**src/rtl/burst_weight_loader.sv**
```systemverilog
// burst_weight_loader
//   Copies a block of words from DDR (AXI4 read channel) into a BRAM.
//   One burst is in flight at a time. Bursts never exceed MAX_BURST beats
//   and never cross a 4 KB boundary.
//
// Ports
//   clk, rst             clock, asynchronous active-high reset
//   start                pulse: begin a load (ignored while busy)
//   base_addr            DDR byte address of the first word (word-aligned)
//   num_words            words to load (clamped to MEM_DEPTH)
//   busy / done / error  status: busy while loading, one-cycle done pulse,
//                        sticky error flag
//   ar* / r*             AXI4 read address and read data channels
//   bram_*               BRAM write port (one write per accepted beat)
//
// Optional feature (macro BURST_WEIGHT_LOADER_RESP_CHECK_EN)
//   Defined:   a non-OKAY rresp sets error and drops that beat's write;
//              an rlast that disagrees with the beat count sets error.
//              After an error the burst drains and the load ends.
//   Undefined: error is tied 0; rresp and rlast are ignored.
module burst_weight_loader #(
  parameter int unsigned ADDR_WIDTH      = 32,
  parameter int unsigned DATA_WIDTH      = 32,
  parameter int unsigned MEM_DEPTH       = 1024,
  parameter int unsigned BRAM_ADDR_WIDTH = $clog2(MEM_DEPTH),
  parameter int unsigned MAX_BURST       = 16
) (
  input  logic                       clk,
  input  logic                       rst,
  input  logic                       start,
  input  logic [ADDR_WIDTH-1:0]      base_addr,
  input  logic [BRAM_ADDR_WIDTH:0]   num_words,
  output logic                       busy,
  output logic                       done,
  output logic                       error,
  output logic [ADDR_WIDTH-1:0]      araddr,
  output logic [7:0]                 arlen,
  output logic [2:0]                 arsize,
  output logic [1:0]                 arburst,
  output logic                       arvalid,
  input  logic                       arready,
  input  logic [DATA_WIDTH-1:0]      rdata,
  input  logic [1:0]                 rresp,
  input  logic                       rlast,
  input  logic                       rvalid,
  output logic                       rready,
  output logic [BRAM_ADDR_WIDTH-1:0] bram_addr,
  output logic [DATA_WIDTH-1:0]      bram_din,
  output logic                       bram_we,
  output logic                       bram_en
);

  localparam int unsigned BYTES = DATA_WIDTH / 8;
  localparam int unsigned SIZE  = $clog2(BYTES);
  localparam int unsigned CW    = BRAM_ADDR_WIDTH + 1;

  typedef enum logic [1:0] {IDLE, ADDR, DATA, DONE} state_t;

  state_t r_state;
  state_t w_state_next;

  logic [ADDR_WIDTH-1:0]      r_base;
  logic [CW-1:0]              r_total;
  logic [CW-1:0]              r_index;
  logic [8:0]                 r_len;
  logic [8:0]                 r_beat;
  logic                       r_we;
  logic [BRAM_ADDR_WIDTH-1:0] r_baddr;
  logic [DATA_WIDTH-1:0]      r_din;

  logic [CW-1:0]         w_clamped;
  logic [CW-1:0]         w_remaining;
  logic [ADDR_WIDTH-1:0] w_cur_addr;
  logic [12:0]           w_bytes_4k;
  logic [12:0]           w_words_4k;
  logic [8:0]            w_len;
  logic                  w_beat;
  logic                  w_last_beat;
  logic                  w_stop;
  logic                  w_drop;

  assign w_clamped   = (32'(num_words) > MEM_DEPTH) ? CW'(MEM_DEPTH) : num_words;
  assign w_remaining = r_total - r_index;
  assign w_cur_addr  = r_base + (ADDR_WIDTH'(r_index) << SIZE);

  // Words left in the current 4 KB page, counted from the next burst address.
  assign w_bytes_4k = 13'h1000 - {1'b0, w_cur_addr[11:0]};
  assign w_words_4k = w_bytes_4k >> SIZE;

  // Burst length = min(MAX_BURST, remaining words, words left in page).
  // Only consumed in ADDR, where r_index is frozen, so it is stable there.
  always_comb begin
    w_len = 9'(MAX_BURST);
    if (32'(w_words_4k) < 32'(w_len)) w_len = 9'(w_words_4k);
    if (32'(w_remaining) < 32'(w_len)) w_len = 9'(w_remaining);
  end

  assign w_beat      = (r_state == DATA) && rvalid;
  assign w_last_beat = (r_beat == r_len - 9'd1);

`ifdef BURST_WEIGHT_LOADER_RESP_CHECK_EN
  logic r_error;
  logic w_resp_bad;
  logic w_err_now;

  assign w_resp_bad = w_beat && (rresp != 2'b00);
  assign w_err_now  = w_resp_bad || (w_beat && (rlast != w_last_beat));
  assign w_drop     = w_resp_bad;
  assign w_stop     = r_error || w_err_now;
  assign error      = r_error;

  always_ff @(posedge clk or posedge rst) begin
    if (rst) begin
      r_error <= 1'b0;
    end else if ((r_state == IDLE) && start) begin
      r_error <= 1'b0;
    end else if (w_err_now) begin
      r_error <= 1'b1;
    end
  end
`else
  logic w_unused;

  assign w_unused = ^{rresp, rlast};
  assign w_drop   = 1'b0;
  assign w_stop   = 1'b0;
  assign error    = 1'b0;
`endif

  always_ff @(posedge clk or posedge rst) begin
    if (rst) begin
      r_state <= IDLE;
    end else begin
      r_state <= w_state_next;
    end
  end

  always_comb begin
    w_state_next = r_state;
    case (r_state)
      IDLE: begin
        if (start) w_state_next = (w_clamped == '0) ? DONE : ADDR;
      end
      ADDR: begin
        if (arready) w_state_next = DATA;
      end
      DATA: begin
        // Burst end comes from the internal count, not from rlast.
        if (w_beat && w_last_beat) begin
          w_state_next = ((w_remaining == CW'(1)) || w_stop) ? DONE : ADDR;
        end
      end
      DONE: begin
        w_state_next = IDLE;
      end
      default: w_state_next = IDLE;
    endcase
  end

  always_ff @(posedge clk or posedge rst) begin
    if (rst) begin
      r_base  <= '0;
      r_total <= '0;
      r_index <= '0;
      r_len   <= '0;
      r_beat  <= '0;
      r_we    <= 1'b0;
      r_baddr <= '0;
      r_din   <= '0;
    end else begin
      r_we <= 1'b0;
      case (r_state)
        IDLE: begin
          if (start) begin
            r_base  <= base_addr;
            r_total <= w_clamped;
            r_index <= '0;
          end
        end
        ADDR: begin
          if (arready) begin
            r_len  <= w_len;
            r_beat <= '0;
          end
        end
        DATA: begin
          if (w_beat) begin
            r_beat  <= r_beat + 9'd1;
            r_index <= r_index + CW'(1);
            r_baddr <= r_index[BRAM_ADDR_WIDTH-1:0];
            r_din   <= rdata;
            r_we    <= !w_drop;
          end
        end
        default: ;
      endcase
    end
  end

  assign busy      = (r_state != IDLE);
  assign done      = (r_state == DONE);
  assign arvalid   = (r_state == ADDR);
  assign araddr    = arvalid ? w_cur_addr : '0;
  assign arlen     = arvalid ? 8'(w_len - 9'd1) : '0;
  assign arsize    = 3'(SIZE);
  assign arburst   = 2'b01;
  assign rready    = (r_state == DATA);
  assign bram_addr = r_baddr;
  assign bram_din  = r_din;
  assign bram_we   = r_we;
  assign bram_en   = r_we;

endmodule

```
**config.mk**
```make
export PLATFORM = sky130hd
export DESIGN_NAME = burst_weight_loader
export DESIGN_NICKNAME = d
export VERILOG_FILES = /design/src/rtl/burst_weight_loader.sv
export SDC_FILE = /design/constraint.sdc
export NUM_CORES = 1
export LEC_CHECK = 0
export ABC_AREA = 0
export ABC_CLOCK_PERIOD_IN_PS = 6000
export BUFFER_PORTS_ARGS = -buffer_cell sky130_fd_sc_hd__buf_2
export CAP_MARGIN = 20
export CORE_UTILIZATION = 30
export DETAILED_ROUTE_END_ITERATION = 10
export PLACE_DENSITY = 0.52
export SYNTH_ARGS = -nofsm -noshare
export SYNTH_HDL_FRONTEND = slang
export SYNTH_SLANG_ARGS = --single-unit
```
**constraint.sdc**
```tcl
create_clock -name clk -period 6 [get_ports clk]
set_input_delay 0.9 -clock clk [delete_from_list [all_inputs] [get_ports clk]]
set_output_delay 0.9 -clock clk [all_outputs]
set_load 0.005 [all_outputs]
```
* Yosys cells after proc, flatten, opt, wreduce, memory -nomap -nowiden
Cells that the tools add are included.
** Word-level totals
- Register bits :: 117
- Bits of input ports :: 83
- Word-level logic and storage cells :: 60
** Operators by class
- $add $sub $neg :: 7
- Order comparisons :: 3
- Equal/unequal tests :: 9
- Mux-type cells :: 19
- Reductions and logical operators :: 13
** Operator list (count)
- $mux W9 :: 4
- $mux W11 :: 3
- $add A32 B13 Y32 :: 1
- $mux W32 :: 1
- $pmux W11 S2 :: 1
- $pmux W9 S2 :: 1
- $sub A13 B12 Y13 const A :: 1
- $add A11 B1 Y11 const B :: 1
- $eq A11 B1 Y1 const B :: 1
- $gt A11 B11 Y1 const B :: 1
- $logic_not A11 Y1 :: 1
- $lt A11 B5 Y1 const B :: 1
- $lt A11 B9 Y1 :: 1
- $sub A11 B11 Y11 :: 1
- $mux W2 :: 5
- $add A9 B1 Y9 const B :: 1
- $eq A9 B9 Y1 :: 1
- $reduce_and A3 Y1 :: 3
- $sub A9 B1 Y9 const B :: 1
- $mux W8 :: 1
- $pmux W2 S4 :: 1
- $sub A8 B1 Y8 const B :: 1
- $ne A2 B1 Y1 const B :: 3
- $reduce_and A2 Y1 :: 3
- other kinds (7) :: 12

* Depth between registers and ports, before layout
Gate-level depths: netlist of the first run.
- Depth in word-level cells :: 8
- Mapped depth :: 22
- Mapped depth without buffers :: 22

* Worst setup path before layout of the first run
Ideal clock, no wire load.
- Kind :: reg-to-output
- Start point :: reg r_index[0]
- End point :: out arlen[6]
- Data arrival time :: 4706 ps
- Slack :: 394 ps
- Cell stages (with the launch flop) :: 22
- Buffers on the path :: 0
- Path through :: dfrtp_1 > ha_1 > fa_1 > a211oi_2 > o21bai_1 > a2111o_1 > and3_4 > nor3b_2 > nand2_2 > or3_4 > ha_1 > o21ai_0 > a21oi_1 > nand2_1 > a31oi_1 > and3b_2 > mux2_4 > ha_1 > nand2_1 > nor2_1 > xnor2_1 > a211oi_2
** Between the ends
- Longest elaborated chain between the ends :: 8
** Ends and longest elaborated chain
- from (decl) :: line 64 : logic [CW-1:0] r_index;
- from (signal assigned) :: line 189 : r_index <= r_index + CW'(1);
- $add A32 B13 Y32 :: line 84 : assign w_cur_addr = r_base + (ADDR_WIDTH'(r_index) << SIZE);
- $sub A13 B12 Y13 :: line 87 : assign w_bytes_4k = 13'h1000 - {1'b0, w_cur_addr[11:0]};
- $lt A11 B5 Y1 :: line 94 : if (32'(w_words_4k) < 32'(w_len)) w_len = 9'(w_words_4k);
- $mux W9 :: line 94
- $lt A11 B9 Y1 :: line 95 : if (32'(w_remaining) < 32'(w_len)) w_len = 9'(w_remaining);
- $mux W9 * :: line 95
- $sub A8 B1 Y8 * :: line 204 : assign arlen = arvalid ? 8'(w_len - 9'd1) : '0;
- $mux W8 * :: line 204
- to (decl) :: line 37 : output logic [7:0] arlen,
Mark *: on every way between the ends. The rest lies on a longest branch, timed or not.

* Final worst setup path of the first run
Ends and elaborated chain as after synthesis.

==> results of run 1 <==
[per-stage QoR]
stage	TNS (ns)	setup WS (ns)	total power, mW
global route	-0.6444	-0.2641	6.060
finish	0	0.003126	5.566
CTS	-0.04498	-0.02607	5.558
floorplan	0	0.3937	3.314
detailed placement	-0.08730	-0.05672	4.271
global placement	-0.01575	-0.01575	4.239
[path summary, 6_finish.rpt]
kind / to / slack [ns] / depth (start not counted)
worst max-delay path: arlen[6] / 0.003 / 22
worst min-delay path: bram_din[20] / 0.47 / 2
worst max register to register: r_len[3] / 1.73 / 19
worst min register to register: bram_din[20] / 0.47 / 2
max in group asynchronous: r_len[3] / 4.09 / 3
min in group asynchronous: bram_din[25] / 0.58 / 2
[layout by cell type (no fill, tap or decap), drive strengths merged, types with 3 or more instances in the layout]
cell type  instances
a211oi             7
a21o               4
a21oi             27
a22o               6
a31oi              7
and2              15
and3              11
and4               3
buf              200
bufinv             3
clkbuf            22
clkinv             4
conb              10
dfrtp            117
ha                33
inv               29
mux2              39
nand2            170
nand2b            10
nand3             18
nand4             18
nor2              59
nor2b              3
nor3              12
nor4               8
o21a               4
o21ai             55
o21bai             5
o31ai              3
or3                8
xnor2             27
xor2              30
[state kept, by name, summed over array words and instances (netlist names), 2 cells and up]
signal,count
r_total,11
r_index,11
r_state,2
r_len,9
bram_addr,10
r_beat,9
bram_din,32
r_base,32
[tightest hold or removal path: stages (launching register included)]
cell and delay, ns:
sky130_fd_sc_hd__dfrtp_1 0.34, sky130_fd_sc_hd__nand2_1 0.05, sky130_fd_sc_hd__nand2_1 0.05
[routing by layer]
| metal | vias up | part of all wire (%) |
|---|---|---|
| li1 | 3087 | - |
| met1 | 2912 | 46 |
| met2 | 100 | 49 |
| met3 | 15 | 4.0 |
| met4 | 0 | 1.0 |
| met5 | - | 0 |
[cell type report]
type	count	share of cell area [%]
tap	313	4.293
inverter	28	1.193
sequential	117	32.09
timing repair buffer	200	11.88
multi-input combinational	619	43.75
clock buffer	22	5.198
clock inverter	10	1.591
[kinds of logic after synthesis]
group | Yosys count
AOI/OAI and AO/OA | 135
and+or+nand+nor | 343
DFF | 117
other | 2
muxes | 39
buffers and inverters | 62
xor gates and xnor gates | 57
adders and majority gates | 35
[power by group through the flow]
stage	clock (mW)	combinational (mW)	sequential (mW)
2_1_floorplan	0	1.99	1.32
3_3_place_gp	0	2.89	1.35
3_5_place_dp	0	2.91	1.36
5_1_grt	1.13	3.54	1.40
6_report	1.07	3.15	1.35
4_1_cts	1.09	3.12	1.35
[what timing repair did]
action                                  4_1_cts  5_1_grt
setup buffers                                11        1
pin swaps                                    15        2
resized for setup                            17        9
hold buffers                                  0        0
endpoints found under the setup margin        4        5
==> impl_metrics.prom, run 1 <==
# TYPE chip_impl_metric gauge
chip_impl_info{name="outcome",value="finished, final reports clean"} 1
chip_impl_metric{name="antenna_violations_before_repair",unit=""} 0
chip_impl_metric{name="clockBufferDepth",unit=""} 2
chip_impl_metric{name="post_route_cells_drive_above_1_share",unit="%"} 30.22
chip_impl_metric{name="post_synth_num_cell_types",unit=""} 64
chip_impl_metric{name="via_count_of_the_routed_design",unit=""} 6114
chip_impl_metric{name="ant_nets",unit=""} 0
chip_impl_metric{name="finalSetupViolCount",unit=""} 0
chip_impl_metric{name="detail_route.vias_per_cell",unit=""} 4.671
chip_impl_metric{name="wl_per_cell",unit="microns"} 14.72
chip_impl_metric{name="edff_count_synth",unit=""} 0
chip_impl_info{name="cts_tree",value="done"} 1
chip_impl_metric{name="gpl.final_weighted_congestion",unit=""} 0.8218
chip_impl_metric{name="filler_cell_count",unit=""} 2424
chip_impl_metric{name="dp_hpwl",unit="microns"} 14300
chip_impl_metric{name="timing.critical_path.arrival",unit="ns"} 5.10
chip_impl_metric{name="fraction_of_power_spent_switching_nets",unit="%"} 41.98
chip_impl_info{name="path_class_of_the_lowest_slack_min_delay_path",value="flop to flop"} 1
chip_impl_metric{name="clock_sink_count",unit=""} 117
chip_impl_metric{name="placed_area",unit="sq um"} 8297
chip_impl_metric{name="buffer_ports.inserted",unit=""} 167
chip_impl_metric{name="finalCritPeriodShare",unit="%"} 99.95
chip_impl_metric{name="cp_slowest_stage_delay",unit="ns"} 0.42
chip_impl_metric{name="core-area",unit="sq um"} 22850
chip_impl_metric{name="postLayoutCoreUtil",unit="%"} 39.93
chip_impl_metric{name="syn_inst",unit=""} 790
chip_impl_info{name="synth_top_cell_by_area",value="sky130_fd_sc_hd__dfrtp_1"} 1
chip_impl_info{name="min-delay-start",value="bram_din[20]"} 1
chip_impl_metric{name="report.final.hold_viol_count",unit=""} 0
chip_impl_metric{name="syn_area",unit="sq um"} 7033
chip_impl_metric{name="floorplan.io_pins",unit=""} 177
chip_impl_metric{name="grt_use_met3",unit="%"} 3.677
chip_impl_metric{name="ys.warnings.count",unit=""} 0
chip_impl_metric{name="first_global_vias",unit=""} 5799
chip_impl_metric{name="cts.clk_slew.worst_paths",unit="ns"} 0.06
chip_impl_info{name="ys_top_cells_by_area",value="sky130_fd_sc_hd__dfrtp_1 (42%), sky130_fd_sc_hd__nand2_1 (9.0%), sky130_fd_sc_hd__mux2_2 (6.1%)"} 1
chip_impl_metric{name="crit_path_max_fanout",unit=""} 4
chip_impl_metric{name="clock_latency",unit="ns"} 0.41
chip_impl_info{name="dominant_combinational_cell_family_by_area_after_synthesis",value="simple AND/OR/NAND/NOR gates"} 1
chip_impl_metric{name="floorplan.die_area",unit="sq um"} 24060
chip_impl_metric{name="postLayoutCellArea",unit="sq um"} 9123
chip_impl_info{name="clock-root-buffer",value="sky130_fd_sc_hd__clkbuf_16"} 1
chip_impl_info{name="synth.most_common_cell",value="sky130_fd_sc_hd__nand2_1"} 1
chip_impl_metric{name="power.leakage",unit="nW"} 4.441
chip_impl_metric{name="multiInputGateArea",unit="sq um"} 3991
chip_impl_metric{name="cell_rows",unit=""} 55
chip_impl_metric{name="post_synth_fa_ha_maj_area_fraction",unit="%"} 6.440
chip_impl_info{name="postSynth.topFlopCell",value="sky130_fd_sc_hd__dfrtp_1"} 1
chip_impl_info{name="globalRoute.busiestLayer",value="met2"} 1
chip_impl_metric{name="layout_min_cycle_time",unit="ns"} 5.997
chip_impl_metric{name="n_antenna_cell",unit=""} 0
chip_impl_info{name="worst_setup_startpoint",value="r_index[0]"} 1
chip_impl_metric{name="detailedRoute.firstPassIterationCount",unit=""} 4
chip_impl_metric{name="power.ir.vdd_worst",unit="uV"} 210.1
chip_impl_info{name="timing.setup.critical_path_class",value="flop to primary output"} 1
chip_impl_metric{name="clock.fmax",unit="MHz"} 166.8
chip_impl_metric{name="layout.area.seq",unit="sq um"} 2928
chip_impl_metric{name="maxSlewHeadroom",unit="%"} 43.19
chip_impl_metric{name="cts.htree.levels",unit=""} 4
chip_impl_metric{name="seq_power_share",unit="%"} 24.3
chip_impl_metric{name="switching_power",unit="mW"} 2.336
chip_impl_info{name="rr_startpoint",value="r_index[0]"} 1
chip_impl_metric{name="grt_pass1_wl",unit="microns"} 30990
chip_impl_metric{name="post_synth.cell_area_avg",unit="sq um"} 8.903
chip_impl_metric{name="synth_simple_gate_area_share",unit="%"} 22.47
chip_impl_metric{name="p_clk_share",unit="%"} 19.2
chip_impl_metric{name="drt_iter0_markers",unit=""} 317
chip_impl_info{name="cp_top_family",value="simple AND/OR/NAND/NOR gates"} 1
chip_impl_metric{name="internal_power",unit="mW"} 3.229
chip_impl_metric{name="synth.mux.area_fraction",unit="%"} 6.298
chip_impl_info{name="rsz0062_at_grt",value="yes"} 1
chip_impl_metric{name="ys_async_sr_fraction",unit="%"} 100.0
chip_impl_metric{name="drc",unit=""} 0
chip_impl_metric{name="grt_start_max_net_pins",unit=""} 67
chip_impl_info{name="critPathLaunchType",value="flop"} 1
chip_impl_metric{name="yosys.area.top_type_share",unit="%"} 41.63
chip_impl_metric{name="number_of_clock_buffers_inserted_by_tritoncts",unit=""} 17
chip_impl_info{name="worst_path_most_repeated_cell",value="sky130_fd_sc_hd__ha_4"} 1
chip_impl_metric{name="syn2layout_area_growth",unit="%"} 29.71
chip_impl_metric{name="synth_compound_area_share",unit="%"} 12.10
chip_impl_metric{name="dieWidth",unit="microns"} 155.1
chip_impl_metric{name="synth_sequential_area_ratio",unit="%"} 41.63
chip_impl_metric{name="grt-ovfl-total",unit=""} 0
chip_impl_metric{name="dp_cells",unit=""} 1266
chip_impl_metric{name="nNetsFinal",unit=""} 1101
chip_impl_metric{name="drv_slew",unit=""} 0
chip_impl_metric{name="synthXorXnorAreaFrac",unit="%"} 7.098
chip_impl_metric{name="worst_pin_slew",unit="ns"} 0.8522
chip_impl_info{name="ordered_cell_list_for_the_critical_path",value="ha_4 > fa_2 > a211oi_2 > o21bai_1 > a2111o_1 > and3_4 > nor3b_4 > nand2_2 > or3_4 > ha_4 > o21ai_2 > a21oi_2 > nand2_1 > a31oi_1 > and3b_2 > mux2_4 > ha_4 > nand2_4 > nor2_2 > xnor2_1 > a211oi_2 > buf_2"} 1
chip_impl_metric{name="stdcell_count",unit=""} 1309
chip_impl_metric{name="combinational_share_of_power",unit="%"} 56.5
chip_impl_metric{name="use_met1",unit="%"} 21.27
chip_impl_info{name="worstSetupEndpointType",value="primary output"} 1
chip_impl_metric{name="power.density_cell_area",unit="nW/um^2"} 610.1
chip_impl_metric{name="max_cap_violations",unit=""} 0
chip_impl_metric{name="worst_clock_skew",unit="ns"} 0.01342
chip_impl_metric{name="finalHoldWorstSlack",unit="ns"} 0.4666
chip_impl_metric{name="grt.total_usage",unit="%"} 16.38
chip_impl_metric{name="detail_route.wirelength",unit="microns"} 19270
chip_impl_info{name="synthTopCellsByCount",value="sky130_fd_sc_hd__nand2_1 (169), sky130_fd_sc_hd__dfrtp_1 (117), sky130_fd_sc_hd__nor2_1 (59)"} 1
chip_impl_metric{name="global_routing_met2_resource_utilization",unit="%"} 27.41
chip_impl_metric{name="worst-endpoint-required",unit="ns"} 5.10
chip_impl_metric{name="initial_utilization",unit="%"} 30.78
chip_impl_info{name="cpMaxStageDelayCell",value="sky130_fd_sc_hd__dfrtp_1"} 1
chip_impl_metric{name="die_height",unit="microns"} 155.1
chip_impl_metric{name="postSynthRegisterBits",unit=""} 117
chip_impl_metric{name="worstPathBufferInverterCount",unit=""} 1
No activity file was read; power rests on OpenSTA's default activity.
==> run 2, diff against run 1 <==
Settings changed: PLACE_DENSITY 0.52 to 0.49.
==> impl_metrics.prom, run 2 (synthesis gave the netlist of run 1 again) <==
# TYPE chip_impl_metric gauge
chip_impl_info{name="outcome",value="finished with violations"} 1
chip_impl_info{name="failed_checks",value="setup timing"} 1
chip_impl_info{name="cp_top_family",value="simple AND/OR/NAND/NOR gates"} 1
chip_impl_info{name="rsz0062_at_grt",value="yes"} 1
chip_impl_metric{name="maxSlewHeadroom",unit="%"} 46.15
chip_impl_metric{name="n_antenna_cell",unit=""} 0
chip_impl_metric{name="detail_route.wirelength",unit="microns"} 19350
chip_impl_metric{name="finalCritPeriodShare",unit="%"} 101.0
chip_impl_metric{name="timing.critical_path.arrival",unit="ns"} 5.16
chip_impl_metric{name="finalSetupViolCount",unit=""} 3
chip_impl_metric{name="drv_slew",unit=""} 0
chip_impl_info{name="worstSetupEndpointType",value="primary output"} 1
chip_impl_metric{name="cts.hold.buffers_added",unit=""} 0
chip_impl_metric{name="detail_route.vias_per_cell",unit=""} 4.672
chip_impl_metric{name="floorplan.die_area",unit="sq um"} 24060
chip_impl_metric{name="ant_nets",unit=""} 0
chip_impl_metric{name="via_count_of_the_routed_design",unit=""} 6102
chip_impl_info{name="timing.setup.critical_path_class",value="flop to primary output"} 1
chip_impl_metric{name="filler_cell_count",unit=""} 2448
chip_impl_metric{name="crit_path_max_fanout",unit=""} 4
chip_impl_info{name="clock-root-buffer",value="sky130_fd_sc_hd__clkbuf_16"} 1
chip_impl_metric{name="multiInputGateArea",unit="sq um"} 3974
chip_impl_metric{name="power.ir.vdd_worst",unit="uV"} 201.0
chip_impl_metric{name="clock.fmax",unit="MHz"} 164.9
chip_impl_metric{name="detailedRoute.firstPassIterationCount",unit=""} 4
chip_impl_metric{name="number_of_clock_buffers_inserted_by_tritoncts",unit=""} 17
chip_impl_metric{name="worst-endpoint-required",unit="ns"} 5.10
chip_impl_metric{name="floorplan.io_pins",unit=""} 177
chip_impl_metric{name="finalHoldWorstSlack",unit="ns"} 0.4652
chip_impl_metric{name="reg2reg_slack",unit="ns"} 1.65
chip_impl_metric{name="power.leakage",unit="nW"} 4.391
chip_impl_metric{name="clock_latency",unit="ns"} 0.43
chip_impl_metric{name="antenna_violations_before_repair",unit=""} 1
chip_impl_metric{name="cell_rows",unit=""} 55
chip_impl_info{name="critPathLaunchType",value="flop"} 1
chip_impl_metric{name="fraction_of_power_spent_switching_nets",unit="%"} 43.34
chip_impl_metric{name="power.density_cell_area",unit="nW/um^2"} 602.8
chip_impl_metric{name="drt_iter0_markers",unit=""} 293
chip_impl_metric{name="p_clk_share",unit="%"} 18.4
chip_impl_metric{name="dp_hpwl",unit="microns"} 14190
chip_impl_metric{name="die_height",unit="microns"} 155.1
chip_impl_metric{name="post_route_cells_drive_above_1_share",unit="%"} 30.01
chip_impl_info{name="hold_worst_path_end",value="bram_din[8]"} 1
chip_impl_metric{name="cts.htree.levels",unit=""} 4
chip_impl_metric{name="finalSetupTns",unit="ns"} -0.1151
chip_impl_metric{name="gpl.final_weighted_congestion",unit=""} 0.8104
chip_impl_metric{name="dieWidth",unit="microns"} 155.1
chip_impl_metric{name="wl_per_cell",unit="microns"} 14.82
chip_impl_metric{name="clock_sink_count",unit=""} 117
chip_impl_metric{name="clockBufferDepth",unit=""} 2
chip_impl_metric{name="buffer_ports.inserted",unit=""} 167
chip_impl_metric{name="layout.area.seq",unit="sq um"} 2928
chip_impl_info{name="rr_startpoint",value="r_index[0]"} 1
chip_impl_metric{name="initial_utilization",unit="%"} 30.78
chip_impl_metric{name="grt.total_usage",unit="%"} 16.77
chip_impl_metric{name="layout_min_cycle_time",unit="ns"} 6.063
chip_impl_metric{name="combinational_share_of_power",unit="%"} 56.8
chip_impl_info{name="min-delay-start",value="bram_din[8]"} 1
chip_impl_metric{name="seq_power_share",unit="%"} 24.8
chip_impl_info{name="ordered_cell_list_for_the_critical_path",value="ha_2 > fa_2 > a211oi_4 > o21bai_1 > a2111o_1 > and3_4 > nor3b_4 > nand2_2 > or3_4 > ha_4 > o21ai_2 > a21oi_2 > nand2_1 > a31oi_1 > and3b_2 > mux2_4 > ha_4 > buf_6 > and3_4 > o21ai_2 > o311ai_2 > buf_2"} 1
chip_impl_info{name="crit-reg2reg-capture",value="r_len[3]"} 1
chip_impl_metric{name="cts.clk_slew.worst_paths",unit="ns"} 0.06
chip_impl_info{name="layout_common_cells",value="sky130_fd_sc_hd__nand2_1 (167), sky130_fd_sc_hd__buf_2 (167), sky130_fd_sc_hd__dfrtp_1 (117)"} 1
chip_impl_info{name="path_class_of_the_lowest_slack_min_delay_path",value="flop to flop"} 1
chip_impl_metric{name="worst_hold_path.num_cells",unit=""} 2
chip_impl_metric{name="worst_clock_skew",unit="ns"} 0.01303
chip_impl_metric{name="drc",unit=""} 0
chip_impl_metric{name="worstPathBufferInverterCount",unit=""} 2
chip_impl_metric{name="switching_power",unit="mW"} 2.361
chip_impl_metric{name="internal_power",unit="mW"} 3.086
chip_impl_metric{name="grt_start_max_net_pins",unit=""} 63
chip_impl_metric{name="setup_ws",unit="ns"} -0.06276
chip_impl_metric{name="core-area",unit="sq um"} 22850
chip_impl_metric{name="cp_slowest_stage_delay",unit="ns"} 0.42
chip_impl_metric{name="max_cap_violations",unit=""} 0
chip_impl_metric{name="grt-ovfl-total",unit=""} 0
chip_impl_metric{name="worst_pin_slew",unit="ns"} 0.8078
chip_impl_metric{name="grt_pass1_wl",unit="microns"} 31260
chip_impl_metric{name="nNetsFinal",unit=""} 1098
chip_impl_metric{name="rr_worst_depth",unit=""} 19
chip_impl_info{name="cpMaxStageDelayCell",value="sky130_fd_sc_hd__or3_4"} 1
chip_impl_info{name="cts_tree",value="done"} 1
chip_impl_metric{name="syn2layout_area_growth",unit="%"} 28.48
chip_impl_metric{name="first_global_vias",unit=""} 5919
chip_impl_metric{name="report.final.hold_viol_count",unit=""} 0
==> run 2: changes by cell type in the layout (fill, tap and decap cells not counted), sizes merged <==
cell,before,now
bufinv,3,1
clkbuf,22,17
buf,200,197
inv,29,35
clkinvlp,2,3
==> run 2: how the worst max path moves through the flow <==
| stage | from | endpoint | slack (ns) | cells past startpoint |
|---|---|---|---|---|
| 2_1_floorplan | r_index[0] | arlen[6] | 0.39 | 21 |
| 3_3_place_gp | r_index[0] | arlen[2] | 0.02 | 20 |
| 3_5_place_dp | r_index[0] | arlen[2] | -0.03 | 20 |
| 4_1_cts | r_index[0] | arlen[2] | -0.07 | 22 |
| 5_1_grt | r_index[0] | arlen[2] | -0.35 | 22 |
| 6_report | r_index[0] | arlen[2] | -0.06 | 22 |
==> run 2: tightest hold or removal path, stage by stage, from the launching register on <==
cell and delay [ns]:
sky130_fd_sc_hd__dfrtp_1 0.33, sky130_fd_sc_hd__nand2_1 0.05, sky130_fd_sc_hd__nand2_1 0.05
==> run 2: per-layer routing <==
metal | wire, microns | global-route usage (%) | vias up
met4 | 290 | 5.092 | 0
li1 | - | - | 3091
met2 | 9214 | 27.33 | 98
met3 | 806 | 3.733 | 20
met1 | 9043 | 22.11 | 2893
met5 | 0 | 0 | -
==> run 2: power groups by stage <==
stage / registers [mW] / logic [mW] / clock network, mW
5_1_grt: 1.40 / 3.50 / 1.08
2_1_floorplan: 1.32 / 1.99 / 0
4_1_cts: 1.35 / 3.11 / 1.03
6_report: 1.35 / 3.10 / 1.00
3_3_place_gp: 1.36 / 2.88 / 0
3_5_place_dp: 1.36 / 2.90 / 0
==> run 2: stage by stage <==
step	cells	area, sq um	power [mW]	worst slack, ns	utilization [%]
3_5_place_dp	1263	8274	4.264	-0.02635	36.22
6_report	1306	9036	5.447	-0.06276	39.55
2_1_floorplan	798	7063	3.314	0.3937	-
4_1_cts	1304	8997	5.496	-0.06510	39.38
3_3_place_gp	1263	8274	4.239	0.02301	36.22
5_1_grt	1306	9036	5.978	-0.3479	39.55
==> run 2: area by class of cell <==
cell class	instances	area share, %
well taps	313	4.334
repair buffers	197	11.78
flip-flops and latches	117	32.40
clock inverters	15	1.592
multi-input cells	619	43.98
inverters	28	1.205
clock buffers	17	4.708
==> run 2: repair_timing <==
action,CTS,global route
buffers inserted,9,2
pin swaps,16,0
gates resized for setup,20,3
endpoints found under the setup margin,4,7
==> run 3, diff against run 2 <==
Settings changed: PLACE_DENSITY 0.49 to default, REMOVE_ABC_BUFFERS from default to 1.
==> impl_metrics.prom, run 3 (synthesis gave the netlist of run 1 again) <==
# TYPE chip_impl_metric gauge
chip_impl_metric{name="cp_slowest_stage_delay",unit="ns"} 0.41
chip_impl_metric{name="drv_slew",unit=""} 0
chip_impl_metric{name="ant_nets",unit=""} 0
chip_impl_metric{name="floorplan.io_pins",unit=""} 177
chip_impl_metric{name="detail_route.wirelength",unit="microns"} 18460
chip_impl_metric{name="dp_hpwl",unit="microns"} 13270
chip_impl_info{name="clock-root-buffer",value="sky130_fd_sc_hd__clkbuf_16"} 1
chip_impl_metric{name="worst_pin_slew",unit="ns"} 0.9029
chip_impl_metric{name="layout_min_cycle_time",unit="ns"} 5.971
chip_impl_info{name="rsz0062_at_grt",value="yes"} 1
chip_impl_info{name="cpMaxStageDelayCell",value="sky130_fd_sc_hd__or3_4"} 1
chip_impl_metric{name="grt.total_usage",unit="%"} 15.58
chip_impl_metric{name="finalSetupViolCount",unit=""} 0
chip_impl_info{name="layout_common_cells",value="sky130_fd_sc_hd__buf_2 (167), sky130_fd_sc_hd__nand2_1 (166), sky130_fd_sc_hd__dfrtp_1 (117)"} 1
chip_impl_metric{name="grt-ovfl-total",unit=""} 0
chip_impl_metric{name="first_global_vias",unit=""} 5949
chip_impl_info{name="cp_top_family",value="simple AND/OR/NAND/NOR gates"} 1
chip_impl_metric{name="clockBufferDepth",unit=""} 2
chip_impl_metric{name="drc",unit=""} 0
chip_impl_info{name="path_class_of_the_lowest_slack_min_delay_path",value="flop to flop"} 1
chip_impl_metric{name="crit_path_max_fanout",unit=""} 5
chip_impl_metric{name="power.leakage",unit="nW"} 4.403
chip_impl_metric{name="antenna_violations_before_repair",unit=""} 1
chip_impl_metric{name="path_depth",unit=""} 22
chip_impl_info{name="worstSetupEndpointType",value="primary output"} 1
chip_impl_metric{name="clock_sink_count",unit=""} 117
chip_impl_info{name="critPathLaunchType",value="flop"} 1
chip_impl_metric{name="reg2reg_slack",unit="ns"} 1.81
chip_impl_metric{name="worst-endpoint-required",unit="ns"} 5.10
chip_impl_metric{name="power.ir.vdd_worst",unit="uV"} 269.6
chip_impl_metric{name="worstPathBufferInverterCount",unit=""} 1
chip_impl_metric{name="power.density_cell_area",unit="nW/um^2"} 605.2
chip_impl_info{name="cts_tree",value="done"} 1
chip_impl_metric{name="worst_clock_skew",unit="ns"} 0.006466
chip_impl_info{name="rr_startpoint",value="r_index[0]"} 1
chip_impl_metric{name="detailedRoute.firstPassIterationCount",unit=""} 4
chip_impl_metric{name="clock_latency",unit="ns"} 0.42
chip_impl_metric{name="via_count_of_the_routed_design",unit=""} 6155
chip_impl_metric{name="report.final.hold_viol_count",unit=""} 0
chip_impl_metric{name="cell_rows",unit=""} 55
chip_impl_metric{name="finalCritPeriodShare",unit="%"} 99.52
chip_impl_metric{name="core-area",unit="sq um"} 22850
chip_impl_metric{name="rr_worst_depth",unit=""} 18
chip_impl_metric{name="cts.clk_slew.worst_paths",unit="ns"} 0.06
chip_impl_metric{name="power.total",unit="mW"} 5.496
chip_impl_metric{name="finalSetupTns",unit="ns"} 0
chip_impl_metric{name="floorplan.die_area",unit="sq um"} 24060
chip_impl_metric{name="initial_utilization",unit="%"} 30.78
chip_impl_info{name="hold_worst_path_end",value="bram_din[9]"} 1
chip_impl_info{name="outcome",value="finished, final reports clean"} 1
chip_impl_info{name="crit-reg2reg-capture",value="r_len[0]"} 1
chip_impl_metric{name="syn2layout_area_growth",unit="%"} 29.11
chip_impl_info{name="min-delay-start",value="bram_din[9]"} 1
chip_impl_metric{name="filler_cell_count",unit=""} 2371
chip_impl_metric{name="timing.critical_path.arrival",unit="ns"} 5.07
chip_impl_metric{name="cts.htree.levels",unit=""} 4
chip_impl_metric{name="clock.fmax",unit="MHz"} 167.5
chip_impl_metric{name="dieWidth",unit="microns"} 155.1
chip_impl_info{name="ordered_cell_list_for_the_critical_path",value="ha_2 > fa_2 > a211oi_2 > o21bai_1 > a2111o_1 > and3_4 > nor3b_4 > nand2_2 > or3_4 > ha_4 > o21ai_2 > a21oi_2 > nand2_1 > a31oi_1 > and3b_2 > mux2_4 > ha_4 > nand2_2 > nor2_2 > xnor2_1 > a211oi_2 > buf_2"} 1
chip_impl_metric{name="number_of_clock_buffers_inserted_by_tritoncts",unit=""} 17
chip_impl_metric{name="wl_per_cell",unit="microns"} 14.18
chip_impl_metric{name="worst_hold_path.num_cells",unit=""} 2
chip_impl_metric{name="grt_start_max_net_pins",unit=""} 73
chip_impl_metric{name="buffer_ports.inserted",unit=""} 167
chip_impl_metric{name="gpl.final_weighted_congestion",unit=""} 0.8404
chip_impl_info{name="final_common_cell",value="sky130_fd_sc_hd__buf_2"} 1
chip_impl_metric{name="max_cap_violations",unit=""} 0
chip_impl_metric{name="post_route_cells_drive_above_1_share",unit="%"} 29.73
chip_impl_metric{name="drt_iter0_markers",unit=""} 332
chip_impl_metric{name="n_antenna_cell",unit=""} 0
chip_impl_info{name="timing.setup.critical_path_class",value="flop to primary output"} 1
chip_impl_metric{name="nNetsFinal",unit=""} 1094
chip_impl_metric{name="detail_route.vias_per_cell",unit=""} 4.727
chip_impl_metric{name="die_height",unit="microns"} 155.1
chip_impl_metric{name="grt_pass1_wl",unit="microns"} 29410
chip_impl_metric{name="maxSlewHeadroom",unit="%"} 39.81
chip_impl_metric{name="cts.hold.buffers_added",unit=""} 0
-- run 3: final cells by class --
type                    instances  area (sq um)  share of cell area, %
multi-input cells             619          3955                  43.56
flip-flops and latches        117          2928                  32.24
repair buffers                193          1044                  11.49
clock buffers                  17         425.4                  4.685
well taps                     313         391.6                  4.313
clock inverters                15         227.7                  2.508
inverters                      28         108.9                  1.199
-- run 3: how the worst max path moves through the flow --
stage | from | end | slack (ns)
final | r_index[0] | arlen[6] | 0.03
after global routing | r_index[0] | arlen[6] | -0.20
after CTS | r_base[2] | arlen[6] | 0.002
after detailed placement | r_base[2] | arlen[6] | 0.07
after global placement | r_index[0] | arlen[6] | 0.12
after floorplan | r_index[0] | arlen[6] | 0.20
-- run 3: stage by stage --
| stage | area (sq um) | instances | setup WS, ns | hold slack [ns] | util (%) |
|---|---|---|---|---|---|
| final | 9080 | 1302 | 0.02851 | 0.4666 | 39.74 |
| after global routing | 9080 | 1302 | -0.2042 | 0.4859 | 39.74 |
| after CTS | 8960 | 1294 | 0.002172 | 0.4723 | 39.22 |
| after detailed placement | 8259 | 1261 | 0.07097 | 0.4575 | 36.15 |
| after global placement | 8259 | 1261 | 0.1199 | 0.4525 | 36.15 |
| after floorplan | 6897 | 764 | 0.2023 | 0.4498 | - |
-- run 3: where the power goes --
group	leakage (nW)	switching (mW)	total [mW]	internal [mW]
registers	1.49	0.250	1.35	1.10
clock network	0.302	0.391	1.13	0.738
logic	2.61	1.65	3.02	1.37
-- run 3: layer usage --
metal	vias to the layer above	global-route usage [%]	part of all wire, %
met2	167	26.64	48
met4	2	5.893	1.6
li1	3086	-	-
met1	2873	18.61	44
met3	27	4.206	6.4
met5	-	0	0.070
-- run 3: tightest hold or removal path: cells and delay by family, from the launching register on --
kind,cells,cell delay (ns)
flops,1,0.33
simple gates,2,0.11
-- run 3: what timing repair did --
action,CTS,global route
resized for setup,12,8
pin swaps,7,3
buffers inserted,1,7
setup endpoints to repair,4,3
